==> src/rtl/kernel_distributor_pipe_pkg.sv <==
// Shared definitions for the kernel distributor pipeline: routing modes and
// the layout of the per-beat control word.
package kernel_dist_pkg;

    localparam logic [1:0] MODE_ROT   = 2'd0;
    localparam logic [1:0] MODE_BCAST = 2'd1;
    localparam logic [1:0] MODE_MROT  = 2'd2;
    localparam logic [1:0] MODE_IDENT = 2'd3;

    // Control word is {trc, bank}; each field is depth bits wide, bank at the bottom.
    localparam int unsigned CTRL_FIELD_CNT = 2;
    localparam int unsigned CTRL_BANK_LSB  = 0;

endpackage

==> src/rtl/kernel_distributor_pipe_if.sv <==
// Source/consumer handshake bundle of the kernel distributor pipeline.
interface kernel_distributor_pipe_if
    import kernel_dist_pkg::*;
#(
    parameter int unsigned depth = 3,
    parameter int unsigned W     = 8,
    parameter int unsigned CW    = 16
);
    localparam int unsigned D = 1 << depth;

    logic [W*D-1:0]                  ip;
    logic [CTRL_FIELD_CNT*depth-1:0] controlSignal;
    logic [1:0]                      mode;
    logic                            in_valid;
    logic                            in_ready;
    logic [W*D-1:0]                  op;
    logic                            out_valid;
    logic                            out_ready;
    logic [CW-1:0]                   beat_count;

    modport master (
        output ip, controlSignal, mode, in_valid, out_ready,
        input  in_ready, op, out_valid, beat_count
    );

    modport slave (
        input  ip, controlSignal, mode, in_valid, out_ready,
        output in_ready, op, out_valid, beat_count
    );

endinterface

==> src/rtl/kernel_distributor_pipe_lane_router.sv <==
// Combinational per-mode lane permutation between the stage-1 registers and op.
module kernel_lane_router
    import kernel_dist_pkg::*;
#(
    parameter int unsigned depth = 3,
    parameter int unsigned W     = 8
) (
    input  logic [W*(1<<depth)-1:0] ip_i,
    input  logic [depth-1:0]        trc_i,
    input  logic [depth-1:0]        bank_i,
    input  logic [1:0]              mode_i,
    output logic [W*(1<<depth)-1:0] op_o
);
    localparam int unsigned D = 1 << depth;

    logic [W-1:0] lane_in [D];

    always_comb begin
        for (int unsigned j = 0; j < D; j++) begin
            lane_in[j] = ip_i[W*j +: W];
        end
    end

    // Source index wraps by natural depth-bit overflow.
    always_comb begin
        op_o = '0;
        for (int unsigned k = 0; k < D; k++) begin
            logic [depth-1:0] kk;
            logic [depth-1:0] src;
            kk  = depth'(k);
            src = kk + trc_i;
            case (mode_i)
                MODE_ROT:   op_o[W*k +: W] = lane_in[src];
                MODE_BCAST: op_o[W*k +: W] = lane_in[bank_i];
                MODE_MROT:  op_o[W*k +: W] = (kk <= bank_i) ? lane_in[src] : '0;
                default:    op_o[W*k +: W] = lane_in[kk];
            endcase
        end
    end

endmodule

==> src/rtl/kernel_distributor_pipe.sv <==
// Two-stage valid/ready pipeline routing D kernel-buffer lanes to the PE array,
// with a wrapping count of completed output handshakes.
module kernel_distributor_pipe
    import kernel_dist_pkg::*;
#(
    parameter int unsigned depth = 3,
    parameter int unsigned W     = 8,
    parameter int unsigned CW    = 16
) (
    input  logic                    CLK,
    input  logic                    reset,
    kernel_distributor_pipe_if.slave io
);
    localparam int unsigned D       = 1 << depth;
    localparam int unsigned DW      = W * D;
    localparam int unsigned TRC_LSB = CTRL_BANK_LSB + depth;

    logic             s1_valid_q, s1_valid_d;
    logic [DW-1:0]    s1_ip_q,    s1_ip_d;
    logic [depth-1:0] s1_trc_q,   s1_trc_d;
    logic [depth-1:0] s1_bank_q,  s1_bank_d;
    logic [1:0]       s1_mode_q,  s1_mode_d;
    logic             s2_valid_q, s2_valid_d;
    logic [DW-1:0]    op_q,       op_d;
    logic [CW-1:0]    cnt_q,      cnt_d;
    logic [DW-1:0]    route_c;
    logic             s2_adv_c, s1_load_c, s2_load_c;

    // in_ready depends combinationally on out_ready so a full pipe can accept while draining.
    assign s2_adv_c  = !s2_valid_q || io.out_ready;
    assign s1_load_c = io.in_valid && io.in_ready;
    assign s2_load_c = s1_valid_q && s2_adv_c;

    assign io.in_ready   = !s1_valid_q || s2_adv_c;
    assign io.out_valid  = s2_valid_q;
    assign io.op         = op_q;
    assign io.beat_count = cnt_q;

    kernel_lane_router #(
        .depth (depth),
        .W     (W)
    ) u_router (
        .ip_i   (s1_ip_q),
        .trc_i  (s1_trc_q),
        .bank_i (s1_bank_q),
        .mode_i (s1_mode_q),
        .op_o   (route_c)
    );

    always_comb begin
        s1_valid_d = s1_valid_q;
        s1_ip_d    = s1_ip_q;
        s1_trc_d   = s1_trc_q;
        s1_bank_d  = s1_bank_q;
        s1_mode_d  = s1_mode_q;
        s2_valid_d = s2_valid_q;
        op_d       = op_q;
        cnt_d      = cnt_q;

        if (s1_load_c) begin
            s1_valid_d = 1'b1;
            s1_ip_d    = io.ip;
            s1_trc_d   = io.controlSignal[TRC_LSB +: depth];
            s1_bank_d  = io.controlSignal[CTRL_BANK_LSB +: depth];
            s1_mode_d  = io.mode;
        end else if (s2_load_c) begin
            s1_valid_d = 1'b0;
        end

        if (s2_adv_c) begin
            s2_valid_d = s1_valid_q;
        end
        if (s2_load_c) begin
            op_d = route_c;
        end

        if (s2_valid_q && io.out_ready) begin
            cnt_d = cnt_q + CW'(1);
        end
    end

    always_ff @(posedge CLK or posedge reset) begin
        if (reset) begin
            s1_valid_q <= 1'b0;
            s1_ip_q    <= '0;
            s1_trc_q   <= '0;
            s1_bank_q  <= '0;
            s1_mode_q  <= '0;
            s2_valid_q <= 1'b0;
            op_q       <= '0;
            cnt_q      <= '0;
        end else begin
            s1_valid_q <= s1_valid_d;
            s1_ip_q    <= s1_ip_d;
            s1_trc_q   <= s1_trc_d;
            s1_bank_q  <= s1_bank_d;
            s1_mode_q  <= s1_mode_d;
            s2_valid_q <= s2_valid_d;
            op_q       <= op_d;
            cnt_q      <= cnt_d;
        end
    end

endmodule

==> src/flat_wrapper.sv <==
// flat-port wrapper written by rule: the top's interface ports become plain ports
module kernel_distributor_pipe_flat import kernel_dist_pkg::*;
#(
    parameter int unsigned depth = 3,
    parameter int unsigned W     = 8,
    parameter int unsigned CW    = 16
)
  (CLK, reset, io_ip, io_controlSignal, io_mode, io_in_valid, io_out_ready, io_in_ready, io_op, io_out_valid, io_beat_count);
  kernel_distributor_pipe_if #(.depth(depth), .W(W), .CW(CW)) io_i ();
  input  logic CLK;
  input  logic reset;
  input wire logic [$bits(io_i.ip)-1:0] io_ip;
  input wire logic [$bits(io_i.controlSignal)-1:0] io_controlSignal;
  input wire logic [$bits(io_i.mode)-1:0] io_mode;
  input wire logic [$bits(io_i.in_valid)-1:0] io_in_valid;
  input wire logic [$bits(io_i.out_ready)-1:0] io_out_ready;
  output wire logic [$bits(io_i.in_ready)-1:0] io_in_ready;
  output wire logic [$bits(io_i.op)-1:0] io_op;
  output wire logic [$bits(io_i.out_valid)-1:0] io_out_valid;
  output wire logic [$bits(io_i.beat_count)-1:0] io_beat_count;
  assign io_i.ip = io_ip;
  assign io_i.controlSignal = io_controlSignal;
  assign io_i.mode = io_mode;
  assign io_i.in_valid = io_in_valid;
  assign io_i.out_ready = io_out_ready;
  assign io_in_ready = io_i.in_ready;
  assign io_op = io_i.op;
  assign io_out_valid = io_i.out_valid;
  assign io_beat_count = io_i.beat_count;
  kernel_distributor_pipe #(.depth(depth), .W(W), .CW(CW)) u_core (.CLK(CLK), .reset(reset), .io(io_i));
endmodule
==> config.mk <==
export PLATFORM = sky130hd
export DESIGN_NAME = kernel_distributor_pipe_flat
export DESIGN_NICKNAME = d
export VERILOG_FILES = /design/src/rtl/kernel_distributor_pipe_pkg.sv /design/src/rtl/kernel_distributor_pipe_if.sv /design/src/rtl/kernel_distributor_pipe_lane_router.sv /design/src/rtl/kernel_distributor_pipe.sv /design/src/flat_wrapper.sv
export SDC_FILE = /design/constraint.sdc
export NUM_CORES = 1
export LEC_CHECK = 0
export ABC_AREA = 0
export CORE_MARGIN = 2
export CORE_UTILIZATION = 36
export DETAILED_ROUTE_END_ITERATION = 6
export SLEW_MARGIN = 20
export SYNTH_ARGS = -nofsm -noshare
export SYNTH_HDL_FRONTEND = slang
export SYNTH_SLANG_ARGS = --single-unit
==> constraint.sdc <==
create_clock -name CLK -period 12.6 [get_ports CLK]
set_input_delay 2.52 -clock CLK [delete_from_list [all_inputs] [get_ports CLK]]
set_output_delay 2.52 -clock CLK [all_outputs]
set_load 0.02 [all_outputs]
Yosys cells after proc, flatten, opt, wreduce, memory -nomap -nowiden --
Cells that the tools add are included.
Storage, ports and cells: register bits after elaboration 154, word-level logic and storage cells 98, output and inout bits 82, input port bits 76
Cells by class: reductions and logical operators 9, $lt $le $gt $ge 17, equality and inequality tests 2, mux-type cells 45, bitwise gates (word level) 9, $add $sub $neg 8
Operators by type and width (count):
- $bmux W8 S3 | 9
- $mux W8 | 26
- $pmux W8 S3 | 8
- $ge A4 B4 Y1 const B | 9
- $not A3 Y4 | 9
- $add A16 B1 Y16 const B | 1
- $add A3 B3 Y3 const A | 4
- $le A3 B3 Y1 const A | 4
- $add A2 B3 Y3 const A | 2
- $le A1 B3 Y1 const A | 2
- $le A2 B3 Y1 const A | 2
- $add A1 B3 Y3 const A | 1
- $logic_and A1 B1 Y1 | 3
- $eq A2 B1 Y1 const B | 1
- $eq A2 B2 Y1 const B | 1
- $logic_not A1 Y1 | 2
- $logic_not A2 Y1 | 1
- $logic_or A1 B1 Y1 | 2
- $mux W1 | 2
- $reduce_bool A2 Y1 | 1

Logic depth before layout (Yosys ltp) --
depth in word-level cells 7, mapped depth 11

Hierarchy --
A second synthesis with hierarchy kept.
Second synthesis, totals: cells, all modules 775, area total of the unflattened synthesis 9877.0 µm²
By module, submodules not included:
- kernel_distributor_pipe | area each 5955.7 µm², cells an instance 355, instances 1, sequential area each 3853.7 µm²
- kernel_lane_router | area each 3921.3 µm², cells an instance 420, instances 1, sequential area each 0.0 µm²

Worst setup path before layout --
No wires, ideal clock.
path kind in2out, start point input io_out_ready, end point output io_in_ready, buffers on the path 1, path slack 7158 ps, data arrival time 2922 ps, data required time 10080 ps, stages on the path 3, path through nor2b_1 buf_2 nand2_1
On the way: longest elaborated chain between the ends 2
RTL lines:
- start: declaration | line flat_wrapper.sv:16 | input wire logic [$bits(io_i.out_ready)-1:0] io_out_ready;
- $logic_or A1 B1 Y1 | line kernel_distributor_pipe.sv:30 | assign s2_adv_c = !s2_valid_q || io.out_ready;
- $logic_or A1 B1 Y1 | line kernel_distributor_pipe.sv:34 | assign io.in_ready = !s1_valid_q || s2_adv_c;
- end: declaration | line flat_wrapper.sv:17 | output wire logic [$bits(io_i.in_ready)-1:0] io_in_ready;
Every way passes these cells.

Final worst setup path --
Same ends and word-level chain as after synthesis.

==> impl_results.md <==
* Run status: finished, final reports clean
* Post-synthesis cell type count at 40
* Top_reg_cell synth: dfrtp_1
* Clock Skew at 0.0116 ns
* Tmin final at 6.83 ns
* Initial antenna violation count at 0
* DP Area at 11500 sq um
* Multiplexer share of the synthesized area at 34.1%
* Initial DRC Count at 890
* Synthesized area at 9770 sq um
* Mean post-synth cell area at 12.0 sq um
* # setup viols final at 0
* Max Clk Rate at 0.146 GHz
* Final WS setup at 5.77 ns
* Routed vias/inst at 6.18
* Antenna Violating Nets Remaining at 0
* Switching Power at 876 uW
* CP dominant cell by count: clkdlybuf4s50_1
* Number of enable flip-flop cells after synthesis at 0
* GR Overflow Total at 0
* Worst slew margin at 22.3%
* Power Density at 190 nW/um^2
* Share of the core filled with cells at 45.2%
* GR Util All Layers at 23.3%
* Leading cell type in the layout, fill and taps excluded: clkdlybuf4s50_1
* Synth-to-layout area growth at 23.9%
* Critical Path End Type: output pin
* Core area at 26800 sq um
* Share of cells above drive strength 1 at 28.2%
* Ys async rst share at 100%
* Final-report hold violation count at 0
* Seq cells post-synth at 154
* Post-cts hold buffer count at 0
* Clock power share at 23.0%
* Cell internal pwr at 1.42 mW
* Initial cell density of the core at 36.5%
* Layout fillers at 2520
* Num ports at 158
* CTS root buf: clkbuf_16
* Post-CTS setup buffers at 0
* Max Slew Vio Count at 0
* Max VDD drop at 0.0000888 V
* Worst Setup Start Kind: input port
* Top delay family on crit path: buffers and inverters
* Post-Synth Simple-Gate Area at 9.76%
* CTS buffer count at 17
* Clk buf depth at 2
* Area leader, netlist: dfrtp_1
* Sequential power share at 34.5%
* Crit-path slowest cell: clkdlybuf4s50_1
* Synth Area in XOR/XNOR at 2.57%
* Core Rows at 60
* Period utilization at 54.2%
* Number of synthesis warnings at 0
* First-pass GRT wire length at 49.5 mm
* Fin Hold WS at 0.461 ns
* Net Count, Synth at 892
* Slew @ Worst Pin at 1.16 ns
* CTS tree: built
* Top-area cell type share of the netlist area at 39.4%
* Met2 Usage GRT at 36.5%
* Compound-Gate Fraction of Synth Area at 9.69%
* GPL Wtd Cong at 0.868
* Clk_lat worst skew at 0.43 ns
* I/O Buffers at 157
* Nets at 1012
* RSZ-0062 raised after global routing: false
* TNS Setup at 0 ns
* Sequential cell area fraction in the yosys report at 39.4%
* Routed Wire Length at 32.8 mm
* Detailed Place HPWL at 22.6 mm
* Die height at 169 um
* Worst path max stage delay at 0.57 ns
* Vias at 7964
* Post-Synth Adder-Cell Area at 0.384%
* Dpl ws at 5.78 ns
* Critical path cell sequence: clkdlybuf4s50_1, nor2b_2, buf_4, nand2_1, clkdlybuf4s50_1
* Most frequent cells in the layout: clkdlybuf4s50_1 (157), dfrtp_1 (151), mux2_2 (129), nand2_1 (65), mux4_2 (62)
* Sink Count at 154
* Leakage at 4.61 nW
* Comb power frac at 42.5%
* M1 GR Usage at 31.6%
* Initial DRT Pass Iterations at 5
* Met3 usage at 5.19%
* # DRC at 0
* Sw Ratio at 38.1%
* Worst-path clk slew at 0.06 ns
* Setup CP Type: input port to output pin
* Cells after Synth at 813
* Post-route cell area at 12100 sq um
* Die W at 169 um
* Top post-synthesis cells by area: dfrtp_1 (39%), mux2_2 (15%), mux4_2 (14%)
* Bufs and invs on worst path at 3
* H-Tree Depth at 4
* Largest family of logic cells by synthesized area: multiplexers
* Max-Cap Viols at 0
* Critical path arrival at 4.31 ns
* GRT Max-Usage Layer: met2
* Largest net degree at the start of global routing at 79
* Routed len/inst at 25.4 um
* Vias in the first global route at 7753
* Post-cts sizing count at 0
* Required @ worst endpoint at 10.08 ns
* Worst hold path type: flop to flop
* Die ar. at 28500 sq um
* Crit path max fanout at 52
[metal layers]
metal / part of all wire [%] / vias up
li1: - / 3402
met1: 40 / 4002
met2: 46 / 489
met3: 10 / 71
met4: 3.5 / 0
met5: 0 / -
[cell type report]
class                   count  area (sq um)  share of cell area, %
clock buffers              21           470                   3.89
inverters                   5          23.8                  0.196
flip-flops and latches    154          3860                   31.9
clock inverters            11           134                   1.11
repair buffers            167          1650                   13.6
multi-input cells         588          5540                   45.7
well taps                 341           427                   3.52
diodes                      2          5.00                 0.0413
[power groups by stage]
stage	registers (mW)	logic, mW	clock network (mW)
2_1_floorplan	0.812	0.553	0
3_5_place_dp	0.795	0.970	0
3_3_place_gp	0.791	0.965	0
5_1_grt	0.805	1.04	0.557
4_1_cts	0.787	0.974	0.538
6_report	0.793	0.975	0.528
[cells in the mapped netlist (5+ instances only)]
| master | n |
|---|---|
| dfrtp_1 | 154 |
| a31oi_1 | 56 |
| nor2_1 | 29 |
| buf_2 | 14 |
| or2_2 | 5 |
| a221oi_2 | 8 |
| nand4_1 | 5 |
| nand2_1 | 67 |
| mux2i_1 | 40 |
| xor2_1 | 6 |
| o21ai_1 | 7 |
| nand3_1 | 5 |
| buf_4 | 14 |
| a21oi_1 | 10 |
| clkbuf_1 | 30 |
| o21ai_0 | 50 |
| mux2_2 | 129 |
| xnor2_1 | 9 |
| inv_1 | 5 |
| buf_6 | 7 |
| or4_1 | 49 |
| o22ai_1 | 14 |
| mux4_2 | 62 |
[path summary, 6_finish.rpt]
kind / startpoint / to / slack [ns] / depth (start not counted)
worst max-delay path: io_out_ready / io_in_ready / 5.77 / 5
worst min-delay path: u_core.io.beat_count[15] / u_core.io.beat_count[15] / 0.46 / 1
worst max register to register: u_core.s1_bank_q[1] / u_core.io.op[48] / 9.83 / 4
worst min register to register: u_core.io.beat_count[15] / u_core.io.beat_count[15] / 0.46 / 1
max in group asynchronous: reset / u_core.s1_trc_q[0] / 8.49 / 3
min in group asynchronous: reset / u_core.s1_valid_q / 2.58 / 2
[state kept, by name (all words and copies together) (netlist names)]
register,cells
u_core.io.op,64
u_core.s1_mode_q,2
u_core.s1_valid_q,1
u_core.io.beat_count,16
u_core.io.out_valid,1
u_core.s1_trc_q,3
u_core.s1_ip_q,64
u_core.s1_bank_q,3
[cells by family (layout without fill, tap and decap cells)]
logic type,after synthesis,after routing
and+or+nand+nor,181,181
xor gates and xnor gates,21,21
DFF,154,154
muxes,234,234
buffers and inverters,71,204
adders and majority gates,3,3
other,0,2
AOI/OAI and AO/OA,149,149
[stage by stage]
step / std cells / total power, mW
floorplan: 813 / 1.36
global placement: 1255 / 1.76
detailed placement: 1255 / 1.77
CTS: 1287 / 2.30
global route: 1287 / 2.40
finish: 1289 / 2.30
Power figures use the tool's default switching activity.
